===== src/rtl/modulo_escalonador_buffers_rolhas.sv =====
// ============================================================================
// Module   : modulo_escalonador_buffers_rolhas
// Brief    : Cork buffer scheduler. Owns the secundario (0..99) and principal
//            (0..31) buffers and arbitrates the secundario counter between
//            operator reloads (LOAD) and automatic transfers (XFER).
// Revision : 1.0 - initial release
// ============================================================================
`default_nettype none

module modulo_escalonador_buffers_rolhas #(
  parameter int MAX_SEC      = 99,
  parameter int MAX_PRI      = 31,
  parameter int MIN_PRI      = 5,
  parameter int TRANSFER_QTY = 20
) (
  input  logic       clk,
  input  logic       clr,
  input  logic       op_req,
  input  logic [6:0] op_qty,
  input  logic       seal_pulse,
  output logic [6:0] sec_count,
  output logic [4:0] pri_count,
  output logic       op_ack,
  output logic       op_reject,
  output logic       xfer_done,
  output logic       low_stock,
  output logic       ro,
  output logic [1:0] state
);

  typedef enum logic [1:0] {
    S_IDLE = 2'b00,
    S_LOAD = 2'b01,
    S_XFER = 2'b10,
    S_BAD  = 2'b11
  } state_t;

  localparam logic [7:0] c_max_sec  = 8'(MAX_SEC);
  localparam logic [4:0] c_max_pri  = 5'(MAX_PRI);
  localparam logic [4:0] c_min_pri  = 5'(MIN_PRI);
  localparam logic [6:0] c_xfer_qty = 7'(TRANSFER_QTY);

  state_t     r_state, w_state_nx;
  logic [6:0] r_sec, w_sec_nx;
  logic [4:0] r_pri, w_pri_nx;
  logic [6:0] r_rem, w_rem_nx;
  logic       r_pend, w_pend_nx;
  logic [6:0] r_pend_qty, w_pend_qty_nx;
  logic       r_ack, w_ack_nx;
  logic       r_rej, w_rej_nx;
  logic       r_done, w_done_nx;

  logic [7:0] w_sum;
  logic       w_accept;
  logic       w_qty_nz;
  logic [4:0] w_pri_dec;
  logic [4:0] w_pri_inc;

  // 8-bit sum so a full secundario plus a large request cannot wrap
  assign w_sum     = {1'b0, r_sec} + {1'b0, op_qty};
  assign w_accept  = op_req && !r_pend && (r_state != S_LOAD) && (w_sum <= c_max_sec);
  assign w_qty_nz  = (op_qty != 7'd0);
  assign w_pri_dec = (r_pri != 5'd0) ? (r_pri - 5'd1) : r_pri;
  assign w_pri_inc = (r_pri != c_max_pri) ? (r_pri + 5'd1) : r_pri;

  // State register and all counters; clr drops everything, including pending work
  always_ff @(posedge clk or negedge clr) begin
    if (!clr) begin
      r_state    <= S_IDLE;
      r_sec      <= 7'd0;
      r_pri      <= 5'd0;
      r_rem      <= 7'd0;
      r_pend     <= 1'b0;
      r_pend_qty <= 7'd0;
      r_ack      <= 1'b0;
      r_rej      <= 1'b0;
      r_done     <= 1'b0;
    end else begin
      r_state    <= w_state_nx;
      r_sec      <= w_sec_nx;
      r_pri      <= w_pri_nx;
      r_rem      <= w_rem_nx;
      r_pend     <= w_pend_nx;
      r_pend_qty <= w_pend_qty_nx;
      r_ack      <= w_ack_nx;
      r_rej      <= w_rej_nx;
      r_done     <= w_done_nx;
    end
  end

  // Next-state, counter updates and request arbitration
  always_comb begin
    w_state_nx    = r_state;
    w_sec_nx      = r_sec;
    w_pri_nx      = r_pri;
    w_rem_nx      = r_rem;
    w_pend_nx     = r_pend;
    w_pend_qty_nx = r_pend_qty;
    w_ack_nx      = w_accept;
    w_rej_nx      = op_req && !w_accept;
    w_done_nx     = 1'b0;

    case (r_state)
      S_IDLE: begin
        if (seal_pulse) w_pri_nx = w_pri_dec;
        // Operator work (fresh or deferred) outranks replenishing principal
        if (w_accept && w_qty_nz) begin
          w_state_nx = S_LOAD;
          w_rem_nx   = op_qty;
        end else if (r_pend) begin
          w_state_nx = S_LOAD;
          w_rem_nx   = r_pend_qty;
          w_pend_nx  = 1'b0;
        end else if ((r_pri < c_min_pri) && (r_sec >= c_xfer_qty)) begin
          w_state_nx = S_XFER;
          w_rem_nx   = c_xfer_qty;
        end
      end

      S_LOAD: begin
        if (seal_pulse) w_pri_nx = w_pri_dec;
        w_sec_nx = r_sec + 7'd1;
        w_rem_nx = r_rem - 7'd1;
        if (r_rem == 7'd1) w_state_nx = S_IDLE;
      end

      S_XFER: begin
        // Sealing has the principal buffer this cycle; the transfer waits
        if (seal_pulse) begin
          w_pri_nx = w_pri_dec;
        end else begin
          w_sec_nx = r_sec - 7'd1;
          w_pri_nx = w_pri_inc;
          w_rem_nx = r_rem - 7'd1;
          if (r_rem == 7'd1) begin
            w_state_nx = S_IDLE;
            w_done_nx  = 1'b1;
          end
        end
        if (w_accept && w_qty_nz) begin
          w_pend_nx     = 1'b1;
          w_pend_qty_nx = op_qty;
        end
      end

      default: begin
        // Illegal encoding: return to IDLE with counts held
        w_state_nx = S_IDLE;
        if (w_accept && w_qty_nz) begin
          w_pend_nx     = 1'b1;
          w_pend_qty_nx = op_qty;
        end
      end
    endcase
  end

  assign sec_count = r_sec;
  assign pri_count = r_pri;
  assign op_ack    = r_ack;
  assign op_reject = r_rej;
  assign xfer_done = r_done;
  assign low_stock = (r_sec < c_xfer_qty);
  assign ro        = (r_pri == 5'd0);
  assign state     = r_state;

endmodule

`default_nettype wire


===== config.mk =====
export PLATFORM = sky130hd
export DESIGN_NAME = modulo_escalonador_buffers_rolhas
export DESIGN_NICKNAME = d
export VERILOG_FILES = /design/src/rtl/modulo_escalonador_buffers_rolhas.sv
export SDC_FILE = /design/constraint.sdc
export NUM_CORES = 1
export LEC_CHECK = 0
export ABC_AREA = 1
export CORE_AREA = 8 8 88 90
export CTS_CLUSTER_DIAMETER = 200
export DETAILED_ROUTE_END_ITERATION = 10
export DIE_AREA = 0 0 96 98
export RECOVER_POWER = 100
export SETUP_SLACK_MARGIN = 0.3
export SLEW_MARGIN = 10
export SYNTH_ARGS = -nofsm -noshare
export SYNTH_HDL_FRONTEND = slang
export SYNTH_SLANG_ARGS = --single-unit

===== constraint.sdc =====
create_clock -name clk -period 2.6 [get_ports clk]
set_input_delay 0.65 -clock clk [delete_from_list [all_inputs] [get_ports clk]]
set_output_delay 0.65 -clock clk [all_outputs]
set_load 0.005 [all_outputs]

**After elaboration in Yosys (flattened, before gate mapping)**

Cells that the tools add are included.

- Word-level logic and storage cells: 78
- Input port bits: 11
- Output and inout bits: 19
- Register bits after elaboration: 32

- $add $sub $neg: 6
- Eq/ne operators: 10
- Order comparisons: 4
- Reduce and logical (&&, ||, !) cells: 23
- Multiplexer cells: 24
- Bitwise gates (word level): 2

Operators with widths:

| cell | count |
|---|---|
| 7-bit two-way mux | 5 |
| 7-bit case mux with 3 select lines | 1 |
| 5-bit two-way mux | 4 |
| 7-bit case mux with 2 select lines | 1 |
| 7-bit by 1-bit subtractor with 7-bit output, second input constant | 2 |
| 2-bit two-way mux | 5 |
| 5-bit case mux with 2 select lines | 1 |
| 3-bit AND reduction | 3 |
| 7-bit by 7-bit adder with 8-bit output | 1 |
| 8-bit by 7-bit <= comparator with 1-bit output, second input constant | 1 |
| 7-bit by 1-bit adder with 7-bit output, second input constant | 1 |
| 7-bit by 1-bit == test with 1-bit output, second input constant | 1 |
| 7-bit by 5-bit >= comparator with 1-bit output, second input constant | 1 |
| 7-bit by 5-bit < comparator with 1-bit output, second input constant | 1 |
| 7-bit nonzero test | 1 |
| 1-bit logical AND | 6 |
| 2-bit case mux with 3 select lines | 1 |
| 2-bit AND reduction | 3 |
| 2-bit nonzero test | 3 |
| 5-bit by 1-bit adder with 5-bit output, second input constant | 1 |
| 5-bit zero test | 1 |
| 5-bit by 3-bit < comparator with 1-bit output, second input constant | 1 |
| 1-bit two-way mux | 5 |
| 5-bit != test, second input constant | 1 |
| other kinds (14) | 18 |

**Logic depth before layout (Yosys ltp)**

- Word-level depth: 7
- Depth in mapped cells: 19
- Depth with buffers taken out: 18

**Least setup slack after synthesis**

No wires, ideal clock.

- Kind: in2reg
- Start: input port op_qty[0]
- End: register r_pend_qty[1]
- Library setup time: 120 ps
- Path slack: 157 ps
- Data required time: 2480 ps
- Cell stages on the path: 18
- Buffers on the path: 1
- Data arrival time: 2323 ps
- Path through: ha_1 -> inv_1 -> fa_1 -> inv_1 -> nand2_1 -> nand2_1 -> nand3_2 -> nand2_1 -> nand2_1 -> nand2_1 -> inv_2 -> nand3_4 -> nand3_4 -> nor3_4 -> inv_2 -> buf_6 -> nand2_1 -> o21ai_2

- Longest elaborated chain between the ends: 5
- Elaborated cells on any way between the ends: 6
- Classes of those cells: add/sub (1); order compare (1); reduce/logical (4)

Ends and longest elaborated chain:

| what | line | text |
|---|---|---|
| from (decl) | 19 | `input logic [6:0] op_qty,` |
| 7-bit by 7-bit adder with 8-bit output | 60 | `assign w_sum = {1'b0, r_sec} + {1'b0, op_qty};` |
| 8-bit by 7-bit <= comparator with 1-bit output | 61 | `assign w_accept = op_req && !r_pend && (r_state != S_LOAD) && (w_sum <= c_max_sec);` |
| 1-bit logical AND | 61 |  |
| 1-bit logical AND (*) | 140, 149 |  |
| 2-bit AND reduction (no source line) (*) | -- |  |
| to (signal assigned) | 84 | `r_pend_qty <= w_pend_qty_nx;` |
| to (decl) | 48 | `logic [6:0] r_pend_qty, w_pend_qty_nx;` |

Mark *: on every way between the ends. The rest lies on a longest branch, timed or not.
A chain may end at the register's enable or synchronous reset.

**Worst setup path after layout**

- Start: input port op_qty[0]
- End: register r_rem[1]

- Longest elaborated chain between the ends: 6
- Elaborated cells on any way between the ends: 9
- Classes of those cells: add/sub (1); order compare (1); eq/ne (1); mux (2); reduce/logical (4)

Ends and longest elaborated chain:

| what | line | text |
|---|---|---|
| 7-bit by 7-bit adder with 8-bit output | 60 |  |
| 8-bit by 7-bit <= comparator with 1-bit output | 61 |  |
| 1-bit logical AND | 61 |  |
| 1-bit logical AND (*) | 107 | `if (w_accept && w_qty_nz) begin` |
| 4-bit != test (no source line) or 7-bit two-way mux (tied branches) | -- |  |
| 3-bit AND reduction (no source line) or 7-bit case mux with 3 select lines (tied branches) | -- |  |
| to (signal assigned) | 82 | `r_rem <= w_rem_nx;` |
| to (decl) | 46 | `logic [6:0] r_rem, w_rem_nx;` |

Marks and branches as above.

==> results.toml <==
[placement]
dpl.cell_count = 457
dpl_cell_area_um2 = 3030
dp.final_hpwl_um = 4800
place.gp.congestion = 0.833
port_buffers = 29
dp_slack_ns = -0.455

[synth]
synth_edf_count = 0
async_flop_share = 1.00
synth_area_leaders = "dfrtp_1 (33%), nand2_1 (15%), ha_1 (11%)"
synth_top_area_cell = "dfrtp_1"
synth_top_cell_area_share = 0.326
ys_seq_elements = 32
synth_fp_nets = 362
synth_area_per_cell_um2 = 7.49
syn_area_um2 = 2460
yosysWarnings = 0
yosysMostFrequentCell = "nand2_1"
ys_top_cells_by_count = "nand2_1 (99), inv_1 (45), dfrtp_1 (32)"
syn-instance-count = 328
seq_area_frac_synth = 0.326
synth_cell_types = 40
ys.flop_type = "dfrtp_1"

[clocking]
cts_root_buf = "clkbuf_8"
ctsLongestPathBuffers = 2
clk_latency_ns = 0.28
cts_tree = "yes"
postCtsHoldBufs = 0
clkTransAtPathRegs_ns = 0.07
cts_buffers = 5
clock-sinks = 32
htreeDepth = 2

[floorplan]
ioPinCount = 30
coreArea_um2 = 6490
die_w_um = 96
die_height_um = 98
design.die.area_um2 = 9410
start_util = 0.378
rows = 30

[power]
powerDensity_nw_per_um2 = 1310
p_leak_nw = 1.71
power_mw = 4.31
peakVddDrop_mv = 0.694

[sta]
drv_slew = 0
finalWorstSetupSlack_ns = 0.265
finalCritPeriodShare = 0.898
clock.fmax_mhz = 428
skew_ns = 0.00386
hold_viol_final = 0
tightest_slew_ns = 0.837
holdWs_ns = 0.470
setup_viol = 0
max_slew_margin = 0.442
period_minus_slack_ns = 2.34
setup_tns_ns = 0
rsz0062_at_grt = "true"

[run_status]
run_status = "finished, final reports clean"

[finish]
area_delta_synth_final_pct = 34.1
drive_above_1_share = 0.235
postLayoutCellArea_um2 = 3300
nets = 430
antenna_cells = 0
fin_cells = 476
final_util = 0.508

[route]
firstDrtPassIters = 4
drc = 0
wl_per_cell_um = 13.2
via_per_inst = 4.81
vias = 2290
drtIter0Drc = 65
antenna_left = 0
drt-total-wl_um = 6300

[min_path]
hold_path_startpoint = "r_pend_qty[4]$_DFFE_PN0P_"
hold_class = "flop to flop"

[global_routing]
grt_pass1_wl_um = 10800
antenna_found_initial = 0
grt_pass1_vias = 2339
grt_use_total = 0.143
grt_overflow = 0
grt_max_degree = 33

[setup_path]
startpoint_type = "primary input"
worstSetupStartpoint = "op_qty[0]"
arrival_ns = 2.52
reg2reg_slack_ns = 0.28
reg2reg_to = "sec_count[6]$_DFFE_PN0P_"
path_class = "primary input to flop"
r2r_cells = 11
crit_path_end_kind = "flop"
critical_path_required_ns = 2.78
path_max_fanout = 8
cp-endpoint = "r_rem[1]$_DFFE_PN0P_"
reg2reg_from = "state[0]$_DFFE_PN0P_"

[run]
drv_cap = 0
==> cell type report <==
type	count	area, um2
Timing Repair Buffer	65	564
Inverter	50	199
Tap cell	80	100
Sequential cell	32	806
Fill cell	638	3200
Clock buffer	6	72.6
Multi-Input combinational cell	242	1550
Clock inverter	1	5.00
==> what timing repair did <==
item / 4_1_cts / 5_1_grt
gates resized for setup: 29 / 30
endpoints found under the setup margin: 22 / 20
buffers inserted: 7 / 5
pin swaps: 5 / 10
==> layout by cell type, fill, tap and decap left out, types with 2 or more instances in the layout <==
cell | netlist | routed
dfrtp_1 | 32 | 28
clkbuf_8 | 0 | 5
ha_4 | 0 | 5
inv_2 | 2 | 5
nand4_1 | 5 | 5
a21oi_2 | 0 | 3
or2_2 | 2 | 2
nor3_1 | 2 | 2
clkinv_2 | 1 | 2
nand3_4 | 2 | 3
nand3_1 | 17 | 17
nand3_2 | 3 | 2
o21ai_2 | 5 | 5
clkdlybuf4s50_1 | 0 | 4
inv_1 | 45 | 41
o21ai_0 | 21 | 18
xnor2_1 | 3 | 3
nand2_2 | 1 | 12
nand3b_1 | 2 | 2
xor2_1 | 5 | 5
a21oi_1 | 13 | 10
o22ai_1 | 2 | 2
ha_1 | 21 | 16
dlygate4sd3_1 | 0 | 17
o21ai_1 | 1 | 4
buf_4 | 0 | 32
nor2_1 | 24 | 24
clkbuf_1 | 1 | 3
dlygate4sd2_1 | 0 | 5
nand2_1 | 99 | 87
dfrtp_2 | 0 | 4
==> worst min path at each step <==
stage	to	cells after the start
after detailed placement	r_pend_qty[4]$_DFFE_PN0P_	2
final	r_pend_qty[4]$_DFFE_PN0P_	2
after global routing	r_pend_qty[3]$_DFFE_PN0P_	2
after CTS	r_pend_qty[4]$_DFFE_PN0P_	2
after global placement	r_pend_qty[4]$_DFFE_PN0P_	2
after floorplan	op_ack$_DFF_PN0_	0
==> flip-flops by register name, summed over array words and instances, names as in the netlist <==
register    cells
op_reject       1
xfer_done       1
r_pend          1
sec_count       7
op_ack          1
r_rem           7
state           2
pri_count       5
r_pend_qty      7
==> kinds of logic (layout without fill, tap and decap cells) <==
kind of cell             after synthesis  after routing  share of synthesized area
buffers and inverters                 54            122                     0.0957
AND/OR/NAND/NOR                      163            163                      0.308
AO/OA/AOI/OAI                         48             48                      0.119
flip-flops                            32             32                      0.326
XOR/XNOR                               8              8                     0.0285
adder cells (fa/ha/maj)               23             23                      0.123
==> power breakdown <==
part | switching [mW] | internal, mW
Sequential | 0.179 | 0.738
Combinational | 1.67 | 1.35
Clock | 0.189 | 0.182
Total | 2.04 | 2.27
==> metal layers <==
layer | vias to the layer above | part of all wire | GRT usage | wire [um]
met4 | 0 | 0.021 | 0.0450 | 132
met1 | 1066 | 0.44 | 0.168 | 2750
met3 | 10 | 0.023 | 0.0269 | 147
met2 | 27 | 0.52 | 0.249 | 3270
met5 | - | 0 | 0 | 0
li1 | 1187 | - | - | -
==> worst max-delay path, cell delays in order <==
cell and delay (ns):
buf_8 0.07, ha_1 0.20, inv_4 0.05, fa_2 0.38, inv_1 0.07, nand2_2 0.06, nand2_2 0.08, nand3_2 0.07
nand3b_1 0.09, nand2_1 0.07, inv_2 0.06, nand3_4 0.08, nand3_4 0.10, buf_12 0.12, nand3b_4 0.10, nand2_8 0.11
inv_8 0.05, nand2_1 0.05, nand2_1 0.04
No activity file was read; power rests on OpenSTA's default activity.
==> RTL change 1, RTL diff (same flow settings) <==
Set the parameter `TRANSFER_QTY` to 16 (it was 20).
--- a/src/rtl/modulo_escalonador_buffers_rolhas.sv
+++ b/src/rtl/modulo_escalonador_buffers_rolhas.sv
@@ -13,3 +13,3 @@
   parameter int MIN_PRI      = 5,
-  parameter int TRANSFER_QTY = 20
+  parameter int TRANSFER_QTY = 16
 ) (
Formal check against the unedited RTL: no difference found for any inputs over 10 cycles, from zero or initial values; that may be too few to reach the edited logic, so the function may still have changed.
==> RTL change 1 against the unedited design <==
- first-iteration DRC count increased by 83%
- critical path type is now reg2out
- worst setup slack improved by 0.0072 ns
- area after synthesis increased by 1.9%
- global-route usage is 0.27 points lower
- clock skew is essentially flat
- wire length down 3.8%
- highest routed layer unchanged
- final area down 2.1%
- sequential cell count did not move
Power is left out: it rests on default switching activity, and per cell area and clock period it moved more than threefold.
==> RTL change 1: results <==
metrics = {
    "drt": {
        "drtIter0Drc": 119,
        "vias": 2300,
        "wl_microns": 6060,
    },
    "critical_path": {
        "arrival_ns": 1.68,
        "reg2reg_to": "r_rem[4]",
        "critPathMaxFanout": 7,
        "cp_top_family": "flip-flops",
        "cp_slowest_cell": "dfrtp_1",
        "cpPeakStageDelay_ns": 0.46,
        "r2r-start": "sec_count[0]",
        "rrSetupSlack_ns": 0.39,
    },
    "worst_hold_path": {
        "worst_hold_path.endpoint": "r_rem[6]",
        "min_from": "r_rem[6]",
    },
    "run_status": {
        "outcome": "complete, no violations",
    },
    "logic_synthesis": {
        "yosys-top-cells-area": "dfrtp_1 32%, nand2_1 15%, ha_1 10%, inv_1 6.7%, o21ai_0 3.8%",
        "synth_cell_type_count": 35,
        "syn_inst": 332,
        "synthXorXnorAreaFrac": 0.0280,
        "yosysSeqAreaShare": 0.320,
        "synth_common_cells": "97 x nand2_1, 45 x inv_1, 32 x dfrtp_1, 21 x ha_1, 19 x o21ai_0",
        "synthAdderAreaFrac": 0.121,
        "synth_compound_area_frac": 0.111,
    },
    "placed_design": {
        "place_congestion": 0.859,
        "post-place-ws_ns": -0.370,
        "dp_hpwl_microns": 4560,
        "place_area_sq_mm": 0.00301,
        "placed_cells": 455,
    },
    "grt": {
        "grt_usage": 0.140,
        "grt_pass1_wl_microns": 10800,
        "grt_pass1_vias": 2351,
    },
    "cells_and_area": {
        "fin_nets": 419,
        "instances_no_fill": 465,
    },
    "timing": {
        "worst_pin_slew_ns": 0.839,
        "timing.hold.ws_ns": 0.484,
        "clock_skew_ns": 0.00364,
    },
    "clock_tree": {
        "clk_pin_slew_ns": 0.07,
    },
}
-- RTL change 1: changes by cell type in the layout (fill, tap and decap cells not counted), moves of 4 or more --
cell     before  now
a21oi_1      10   14
buf_4        32   15
dfrtp_1      28   32
dfrtp_2       4    0
nand2_1      87   96
nor2_1       24   15
o21ai_0      18   24
o21ai_1       4    0
-- RTL change 1: what timing repair did --
| item | 4_1_cts | 5_1_grt |
|---|---|---|
| endpoints found under the hold margin | 0 | 0 |
| endpoints found under the setup margin | 21 | 23 |
| pin swaps | 6 | 10 |
| buffers inserted | 1 | 1 |
| gates cloned | 1 | 0 |
| resized for setup | 28 | 25 |
-- RTL change 1: layout make-up --
class,instances,area [sq um]
Multi-Input combinational cell,249,1640
Timing Repair Buffer,49,424
Inverter,48,188
Clock inverter,1,5.00
Tap cell,80,100
Sequential cell,32,801
Fill cell,658,3270
Clock buffer,6,72.6
-- RTL change 1: layer usage --
layer  track usage  share of wire  wire length, microns  vias up
met5             0              0                     0        -
met4        0.0438          0.013                    76        0
met3        0.0246          0.037                   227        8
met2         0.224           0.47                  2870       40
met1         0.184           0.48                  2890     1073
li1              -              -                     -     1179
-- RTL change 1: logic make-up after synthesis --
kind of cell    count (synthesis)
compound gates                 47
buf+inv                        52
fa+ha+maj                      23
xor+xnor                        8
simple gates                  170
flops                          32
-- RTL change 1: worst max path at each step --
stage / start / to / slack, ns
global route: pri_count[1] / ro / 0.15
finish: pri_count[1] / ro / 0.27
global placement: op_qty[0] / r_rem[1] / -0.32
detailed placement: op_qty[0] / r_rem[2] / -0.37
CTS: sec_count[5] / low_stock / 0.31
floorplan: op_qty[0] / r_pend_qty[1] / 0.30
